## config.mk

```make
export PLATFORM = sky130hd
export DESIGN_NAME = riscv_core_wb_arb
export DESIGN_NICKNAME = d
export VERILOG_FILES = /design/src/rtl/riscv_core_wb_arb.sv
export SDC_FILE = /design/constraint.sdc
export NUM_CORES = 1
export LEC_CHECK = 0
export CAP_MARGIN = 25
export CELL_PAD_IN_SITES_DETAIL_PLACEMENT = 2
export CELL_PAD_IN_SITES_GLOBAL_PLACEMENT = 2
export CORE_UTILIZATION = 21
export DETAILED_ROUTE_END_ITERATION = 6
export PLACE_DENSITY_LB_ADDON = 0.1
export REMOVE_ABC_BUFFERS = 1
export SLEW_MARGIN = 20
export SYNTH_ARGS = -nofsm -noshare
export SYNTH_HDL_FRONTEND = slang
export SYNTH_SLANG_ARGS = --single-unit
```

## constraint.sdc

```tcl
create_clock -name i_wb_clk -period 12.3 [get_ports i_wb_clk]
set_clock_uncertainty 0.1 [all_clocks]
set_input_delay 2.46 -clock i_wb_clk [delete_from_list [all_inputs] [get_ports i_wb_clk]]
set_output_delay 2.46 -clock i_wb_clk [all_outputs]
set_load 0.01 [all_outputs]
```

## src/rtl/riscv_core_wb_arb.sv

```systemverilog
// Write-back arbiter sharing the register-file write port (we3/a3/wd3) among NUM_REQ producers.
// Optional fixed-priority-with-starvation-relief mode: define WB_ARB_FIXED_PRIO_EN.
module riscv_core_wb_arb #(
  parameter int unsigned NUM_REQ      = 3,
  parameter int unsigned XLEN         = 64,
  parameter int unsigned STARVE_LIMIT = 4
) (
  input  logic                    i_wb_clk,
  input  logic                    i_wb_rst,
  input  logic                    i_wb_stall,
  input  logic [NUM_REQ-1:0]      i_wb_req_valid,
  input  logic [NUM_REQ*5-1:0]    i_wb_req_rd,
  input  logic [NUM_REQ*XLEN-1:0] i_wb_req_wd,
  output logic [NUM_REQ-1:0]      o_wb_req_ready,
  output logic                    o_wb_rf_we3,
  output logic [4:0]              o_wb_rf_a3,
  output logic [XLEN-1:0]         o_wb_rf_wd3,
  output logic [2:0]              o_wb_grant_id,
  output logic                    o_wb_busy
);

  localparam int unsigned PTR_W = (NUM_REQ > 1) ? $clog2(NUM_REQ) : 1;
  localparam int unsigned IDX_W = PTR_W + 1;
  localparam int unsigned RD_W  = 5;
  localparam int unsigned GID_W = 3;
  localparam int unsigned CNT_W = 3;

  // Reject parameter sets the grant-id and starvation-counter widths cannot represent.
  if (NUM_REQ < 2 || NUM_REQ > 8 || STARVE_LIMIT > 7) begin : g_param_check
    $error("riscv_core_wb_arb: NUM_REQ must be 2..8 and STARVE_LIMIT at most 7");
  end

  logic [PTR_W-1:0]     rr_ptr;
  logic [PTR_W-1:0]     rr_ptr_nxt;
  logic [NUM_REQ-1:0]   rr_valid;
  logic [2*NUM_REQ-1:0] rr_dbl;
  logic [NUM_REQ-1:0]   rr_rot;
  logic [PTR_W-1:0]     rr_off;
  logic [IDX_W-1:0]     rr_sum;
  logic                 rr_found;
  logic [PTR_W-1:0]     rr_win;

  logic                 grant_en;
  logic                 win_found;
  logic [PTR_W-1:0]     win;
  logic                 grant;
  logic [NUM_REQ-1:0]   ready_c;
  logic [RD_W-1:0]      sel_rd;
  logic [XLEN-1:0]      sel_wd;

`ifdef WB_ARB_FIXED_PRIO_EN
  logic                 upper_any;
  logic                 starved;
  logic [CNT_W-1:0]     starve_cnt;
  logic [CNT_W-1:0]     starve_cnt_nxt;
`endif

  assign grant_en = !i_wb_stall && !i_wb_rst;

  // Candidate set for the round-robin search; requester 0 leaves it in fixed-priority mode.
  always_comb begin
`ifdef WB_ARB_FIXED_PRIO_EN
    rr_valid  = i_wb_req_valid & ~NUM_REQ'(1);
    upper_any = |rr_valid;
`else
    rr_valid  = i_wb_req_valid;
`endif
  end

  // Rotate the request vector so the pointer sits at bit 0, take the lowest set bit, rotate back.
  always_comb begin
    rr_dbl   = {rr_valid, rr_valid};
    rr_rot   = NUM_REQ'(rr_dbl >> rr_ptr);
    rr_found = 1'b0;
    rr_off   = '0;
    for (int i = 0; i < int'(NUM_REQ); i++) begin
      if (!rr_found && rr_rot[i]) begin
        rr_found = 1'b1;
        rr_off   = PTR_W'(i);
      end
    end
    rr_sum = IDX_W'(rr_ptr) + IDX_W'(rr_off);
    if (rr_sum >= IDX_W'(NUM_REQ)) begin
      rr_sum = rr_sum - IDX_W'(NUM_REQ);
    end
    rr_win = PTR_W'(rr_sum);
  end

  // Final winner selection, one-hot ready, payload mux and pointer update.
  always_comb begin
    win_found  = 1'b0;
    win        = '0;
    ready_c    = '0;
    sel_rd     = '0;
    sel_wd     = '0;
    rr_ptr_nxt = rr_ptr;
`ifdef WB_ARB_FIXED_PRIO_EN
    starved        = upper_any && (starve_cnt == CNT_W'(STARVE_LIMIT));
    starve_cnt_nxt = starve_cnt;
    if (i_wb_req_valid[0] && !starved) begin
      win_found = 1'b1;
      win       = '0;
    end else if (rr_found) begin
      win_found = 1'b1;
      win       = rr_win;
    end
`else
    win_found = rr_found;
    win       = rr_win;
`endif

    grant = win_found && grant_en;

    for (int k = 0; k < int'(NUM_REQ); k++) begin
      ready_c[k] = grant && (win == PTR_W'(k));
      if (ready_c[k]) begin
        sel_rd = i_wb_req_rd[RD_W*k +: RD_W];
        sel_wd = i_wb_req_wd[XLEN*k +: XLEN];
      end
    end

`ifdef WB_ARB_FIXED_PRIO_EN
    // Pointer only tracks requesters 1..NUM_REQ-1; a grant to 0 leaves it alone.
    if (grant && (win != '0)) begin
      rr_ptr_nxt = (win == PTR_W'(NUM_REQ - 1)) ? PTR_W'(1) : win + PTR_W'(1);
    end
    if (!upper_any) begin
      starve_cnt_nxt = '0;
    end else if (grant && (win != '0)) begin
      starve_cnt_nxt = '0;
    end else if (grant) begin
      starve_cnt_nxt = starve_cnt + CNT_W'(1);
    end
`else
    if (grant) begin
      rr_ptr_nxt = (win == PTR_W'(NUM_REQ - 1)) ? '0 : win + PTR_W'(1);
    end
`endif
  end

  assign o_wb_req_ready = ready_c;
  assign o_wb_busy      = |(i_wb_req_valid & ~ready_c);

  // Registered RF write port; a3/wd3/grant_id hold between transfers, we3 pulses once per transfer.
  always_ff @(posedge i_wb_clk or posedge i_wb_rst) begin
    if (i_wb_rst) begin
      rr_ptr        <= '0;
      o_wb_rf_we3   <= 1'b0;
      o_wb_rf_a3    <= '0;
      o_wb_rf_wd3   <= '0;
      o_wb_grant_id <= '0;
    end else begin
      rr_ptr      <= rr_ptr_nxt;
      o_wb_rf_we3 <= grant && (sel_rd != '0);
      if (grant) begin
        o_wb_rf_a3    <= sel_rd;
        o_wb_rf_wd3   <= sel_wd;
        o_wb_grant_id <= GID_W'(win);
      end
    end
  end

`ifdef WB_ARB_FIXED_PRIO_EN
  always_ff @(posedge i_wb_clk or posedge i_wb_rst) begin
    if (i_wb_rst) begin
      starve_cnt <= '0;
    end else begin
      starve_cnt <= starve_cnt_nxt;
    end
  end
`endif

endmodule

```

==> results of run 1 <==
[report_power, final]
| group | switching [uW] | internal, uW |
|---|---|---|
| Combinational | 955 | 924 |
| Clock | 101 | 176 |
| Sequential | 60.3 | 355 |
| Total | 1120 | 1460 |
[area by class of cell]
type	instances	share of cell area
timing repair buffer	294	0.379
sequential	74	0.238
clock inverter	3	0.00836
tap	270	0.0434
clock buffer	12	0.0304
multi-input combinational	326	0.298
inverter	6	0.00305
[cells in the final DEF (no fill, tap or decap), drive strengths merged, types with 2 or more instances in the layout]
cell	count
a21oi	5
nand3b	2
clkdlybuf4s50	288
a2bb2oi	66
o22ai	2
nor3	4
nor3b	2
nor2	3
o31ai	2
nor2b	2
o21ai	72
ha	2
a21o	2
mux2i	71
a41oi	2
clkinv	2
bufinv	2
clkbuf	12
inv	5
mux2	4
buf	6
and3	2
dfrtp	74
nand2	70
[through the flow]
stage / total power [uW] / area, um^2 / setup slack, ns
floorplan: 1780 / 4170 / 2.47
global placement: 2280 / 7450 / 2.57
detailed placement: 2340 / 7450 / 2.46
CTS: 2630 / 7750 / 2.40
global route: 2780 / 7790 / 2.15
finish: 2570 / 7790 / 2.44
[layer usage]
layer / part of all wire / GRT usage / vias to the layer above
met2: 0.53 / 0.315 / 162
li1: - / - / 2170
met1: 0.38 / 0.186 / 2195
met5: 0 / 0 / -
met3: 0.075 / 0.0484 / 12
met4: 0.012 / 0.0484 / 0
[worst max-delay path, delay by kind of cell]
kind / cells / cell delay, ns
buffers and inverters: 5 / 1.82
adders and majority gates: 2 / 1.02
AOI/OAI and AO/OA: 6 / 1.13
and+or+nand+nor: 2 / 0.82
[sequential cells by signal (all words and copies together), names as in the netlist]
name / count
o_wb_rf_wd3: 64
o_wb_rf_a3: 5
o_wb_grant_id: 2
rr_ptr: 2
o_wb_rf_we3: 1
[how the worst max path moves through the flow]
stage,startpoint,end
floorplan,i_wb_req_valid[2],o_wb_busy
global placement,i_wb_req_valid[2],o_wb_busy
detailed placement,i_wb_req_valid[2],o_wb_busy
CTS,i_wb_req_valid[2],o_wb_busy
global route,i_wb_req_valid[2],o_wb_busy
finish,i_wb_req_valid[2],o_wb_busy
[Yosys cell counts (all sizes together)]
cell      n  share of area
a41oi     2         0.0040
fa        1         0.0046
o21ai    72          0.082
mux2i    71           0.16
nand4b    1         0.0020
nor3b     2         0.0046
o22ai     2         0.0028
nand3b    2         0.0034
nand2    70          0.060
a211oi    1         0.0017
o31ai     2         0.0065
nor3      4         0.0046
conb      1        0.00085
dfrtp    74           0.42
clkbuf   23          0.020
a21o      2         0.0034
or3       1         0.0014
a221o     1         0.0023
and3      2         0.0040
mux2      4          0.011
nand2b    1         0.0014
o21a      1         0.0017
a2111oi   1         0.0034
nor4      1         0.0014
nor2b     2         0.0028
a2bb2oi  66           0.13
ha        2         0.0057
o311a     1         0.0023
inv       6         0.0051
buf      21          0.032
a31oi     1         0.0014
nor2      3         0.0026
a21oi     5         0.0057
or4       1         0.0017
[cells by family after synthesis]
logic type	after synthesis
adder cells (fa/ha/maj)	3
AND/OR/NAND/NOR	90
multiplexers	75
buffers and inverters	50
flip-flops	74
AO/OA/AOI/OAI	157
other	1
==> metrics.cfg, run 1 <==
[yosys]
synth-simple-area-share = 0.0896
synth_area_per_cell_um2 = 9.78
mappedNetlistArea_mm2 = 0.00440
synth-compound-area-share = 0.249
synth_seq_cells = 74
syn-instance-count = 450
muxShareOfSynthArea = 0.173
synth_cell_types = 43
synth_top_family_by_area = compound AO/OA/AOI/OAI gates
synth-xor-area-share = 0
ys_seq_area_frac = 0.421
synthAdderAreaFrac = 0.0102
yosys_warnings = 0

[global_routing]
grt_max_degree = 105
grt_pass1_vias = 5098
grt.overflow.total = 0
grt_use_total = 0.170
grt_pass1_wl_um = 28100
antenna_found_initial = 0

[critical_path]
r2r_end = o_wb_rf_wd3[44]$_DFFE_PP0P_
crit_fanout = 42
cp.arrival_ns = 7.30
cpPeakStageDelay_ns = 0.77
path_class = in2out
critPathLaunchType = input pin
r2r_start = rr_ptr[1]$_DFFE_PP0P_
crit_path_cell_trace = clkdlybuf4s50_1 > inv_1 > or4_1 > a21oi_1 > a41oi_1 > fa_1 > inv_1 > ha_1 > nand4b_1 > o21ai_4 > buf_4 > o31ai_1 > a21oi_1 > a2bb2oi_1 > clkdlybuf4s50_1
slowest_stage = fa_1
rr_worst_depth = 11
r2r_slack_ns = 7.51
required_ns = 9.74
worstSetupEndpointType = primary output

[pwr]
power-per-cell-area_mw_per_mm2 = 330
ir_worst_vdd_v = 0.000169
p_leak_uw = 0.00319

[die]
pin_count = 290
dieArea_mm2 = 0.0215
row_count = 52
initial_core_util = 0.216
die_h_um = 147
die_width_um = 147
fp.coreArea_mm2 = 0.0204

[sta]
hold_ws_ns = 0.380
worst_pin_slew_ns = 0.900
maxSlewViolCount = 0
rsz0062_at_grt = false
timing.fmax_mhz = 101
fin_crit_sh = 0.802
slew_headroom = 0.398
hold_viol_final = 0
min_period_ns = 9.86
fin_tns_setup_ns = 0
setup_viol = 0

[clock_tree]
cts_buffer_depth = 2
cts_htree_levels = 3
cts_setup_buffers = 0
post_cts_resized = 0
hold_buffers = 0
cts_buffers = 9
clkLatencyLatePin_ns = 0.33
cts_root_buf = clkbuf_16
path_clk_slew_ns = 0.06
cts_tree = done
clock-sinks = 74

[placement]
dp_hpwl_um = 13900
placedCellCount = 969
gp_congestion = 0.762
portBuffers = 288

[drt]
drc_errors = 0
drt_iter0_drc = 116
vias = 4539
wl_per_cell_um = 18.4
postRouteWirelength_um = 18100
first_pass_iters = 4
vias_per_cell = 4.61
antenna_left = 0

[layout]
nNetsFinal = 927
seq_area_mm2 = 0.00185
drive_gt1_frac = 0.0392
num-fill-cells = 2190
area_delta_synth_final_pct = 77.0
multiInputGateArea_mm2 = 0.00232
stdcell_count = 985
fin_util = 0.382
antenna_cells = 0

[worst_hold_path]
min-delay-start = o_wb_rf_wd3[20]$_DFFE_PP0P_
hp-class = reg2reg
min_to = o_wb_rf_wd3[20]$_DFFE_PP0P_
hold_depth = 2

[job]
drv_cap = 0

[run_status]
outcome = finished clean

No activity file was read; power rests on OpenSTA's default activity.
==> run 2, diff against run 1 <==
- CORE_UTILIZATION: 21 -> 20
- clock period: 12.3 -> 9.3 ns (I/O delays scaled with it)
==> run 2 against run 1 <==
Combinational power grew 34%. Clock power up 23%. Critical endpoint is now o_wb_req_ready[2]. Die area increased by 4.9%. Wire length fell by 1.1%. Highest routed layer unchanged. Total power is 32% higher. Largest cell class unchanged. Worst setup slack lost 1.3 ns.
==> metrics.cfg, run 2 (synthesized netlist as in run 1, its figures left out) <==
[run_status]
outcome = finished clean

[layout]
antenna_cells = 0
layout_commonest_cell = clkdlybuf4s50_1
num-fill-cells = 2276
layout_common_cells = 288 x clkdlybuf4s50_1, 74 x dfrtp_1, 71 x mux2i_1, 70 x nand2_1, 66 x a2bb2oi_1
regMostFlops = o_wb_rf_wd3
multiInputGateArea_mm2 = 0.00232
largest_reg_flops = 64
nNetsFinal = 930
seq_area_mm2 = 0.00185
reg.largest.list = o_wb_rf_wd3: 64 flops, o_wb_rf_a3: 5 flops
drive_gt1_frac = 0.0447
area_delta_synth_final_pct = 77.8

[pwr]
power-per-cell-area_mw_per_mm2 = 434
ir_worst_vdd_v = 0.000286
p_leak_uw = 0.00321

[critical_path]
required_ns = 7.34
worstSetupEndpointType = primary output
path_class = in2out
crit_path_cell_trace = clkdlybuf4s50_1 > inv_1 > or4_1 > a21oi_1 > a41oi_1 > fa_1 > inv_1 > ha_1 > nor2b_1 > o21ai_4 > buf_16 > buf_4 > nor3_1 > clkdlybuf4s50_1
critPathBufInv = 6
crit_fanout = 31
critPathLaunchType = input pin
slowest_stage = fa_1
cp.arrival_ns = 6.25
crit_start = i_wb_req_valid[2]
r2r_end = o_wb_rf_we3$_DFF_PP0_
cpPeakStageDelay_ns = 0.77
path_delay_family = buffers and inverters
r2r_slack_ns = 4.81
rr_worst_depth = 12
r2r_start = rr_ptr[0]$_DFFE_PP0P_

[worst_hold_path]
hold_depth = 2
min-delay-start = o_wb_grant_id[1]$_DFFE_PP0P_
min_to = o_wb_grant_id[1]$_DFFE_PP0P_
hp-class = reg2reg

[placement]
preCtsSetupSlack_ns = 0.899
gp_congestion = 0.724
portBuffers = 288
dp_hpwl_um = 14000

[die]
pin_count = 290
row_count = 53
die_h_um = 150
dieArea_mm2 = 0.0226
fp.coreArea_mm2 = 0.0213
die_width_um = 150
initial_core_util = 0.207

[drt]
wl_per_cell_um = 18.1
drt_iter0_drc = 77
first_pass_iters = 4
drc_errors = 0
antenna_left = 0
postRouteWirelength_um = 17900
vias_per_cell = 4.57
vias = 4529

[sta]
timing.fmax_mhz = 122
worst_pin_slew_ns = 0.762
hold_ws_ns = 0.378
maxSlewViolCount = 0
fin_ws_ns = 1.09
min_period_ns = 8.21
hold_viol_final = 0
setup_viol = 0
rsz0062_at_grt = false
fin_tns_setup_ns = 0
fin_crit_sh = 0.882
slew_headroom = 0.492

[clock_tree]
hold_buffers = 0
cts_htree_levels = 3
clock-sinks = 74
cts_root_buf = clkbuf_16
clkLatencyLatePin_ns = 0.33
path_clk_slew_ns = 0.06
cts_tree = done
cts_buffers = 9
cts_setup_buffers = 0
post_cts_resized = 0
cts_buffer_depth = 2

[global_routing]
grt.overflow.total = 0
grt_use_total = 0.157
grt_pass1_wl_um = 26900
grt_max_degree = 115
grt_pass1_vias = 5033
antenna_found_initial = 0

[job]
drv_cap = 0

[run 2: worst max-delay path by stage]
| stage | endpoint | cells after the start |
|---|---|---|
| 2_1_floorplan | o_wb_busy | 12 |
| 3_3_place_gp | o_wb_req_ready[2] | 13 |
| 3_5_place_dp | o_wb_req_ready[2] | 13 |
| 4_1_cts | o_wb_req_ready[2] | 13 |
| 5_1_grt | o_wb_req_ready[2] | 14 |
| 6_report | o_wb_req_ready[2] | 14 |
[run 2: per-layer routing]
layer / global-route usage / up-vias / part of all wire
met5: 0 / - / 0
met4: 0.0556 / 0 / 0.017
met3: 0.0461 / 17 / 0.082
met2: 0.291 / 168 / 0.52
met1: 0.167 / 2173 / 0.38
li1: - / 2171 / -
[run 2: through the flow]
stage | instances | instance area (um^2) | util | total power (uW)
after floorplan | 406 | 4170 | - | 2360
after global placement | 975 | 7470 | 0.351 | 3010
after detailed placement | 975 | 7470 | 0.351 | 3100
after CTS | 988 | 7750 | 0.364 | 3460
after global routing | 991 | 7820 | 0.368 | 3670
final | 991 | 7820 | 0.368 | 3400
[run 2: report_power, final]
group	internal [uW]	switching (uW)
sequential	470	79.2
clock	210	130
combinational	1260	1250
[run 2: layout make-up]
type | count | share of cell area
clock buffers | 10 | 0.0305
clock inverters | 3 | 0.00544
inverters | 6 | 0.00304
multi-input cells | 326 | 0.296
flip-flops and latches | 74 | 0.237
well taps | 275 | 0.0440
repair buffers | 297 | 0.384
[run 2: worst register-to-register path, cell delays in order, from the launching register on]
cell	delay, ns
dfrtp_1	0.45
or4_1	0.56
a21oi_1	0.18
a41oi_1	0.09
fa_1	0.77
inv_1	0.11
ha_1	0.25
nor2b_1	0.39
o31ai_4	0.09
buf_4	0.37
a221o_1	0.50
a2111oi_2	0.36
a41oi_1	0.15
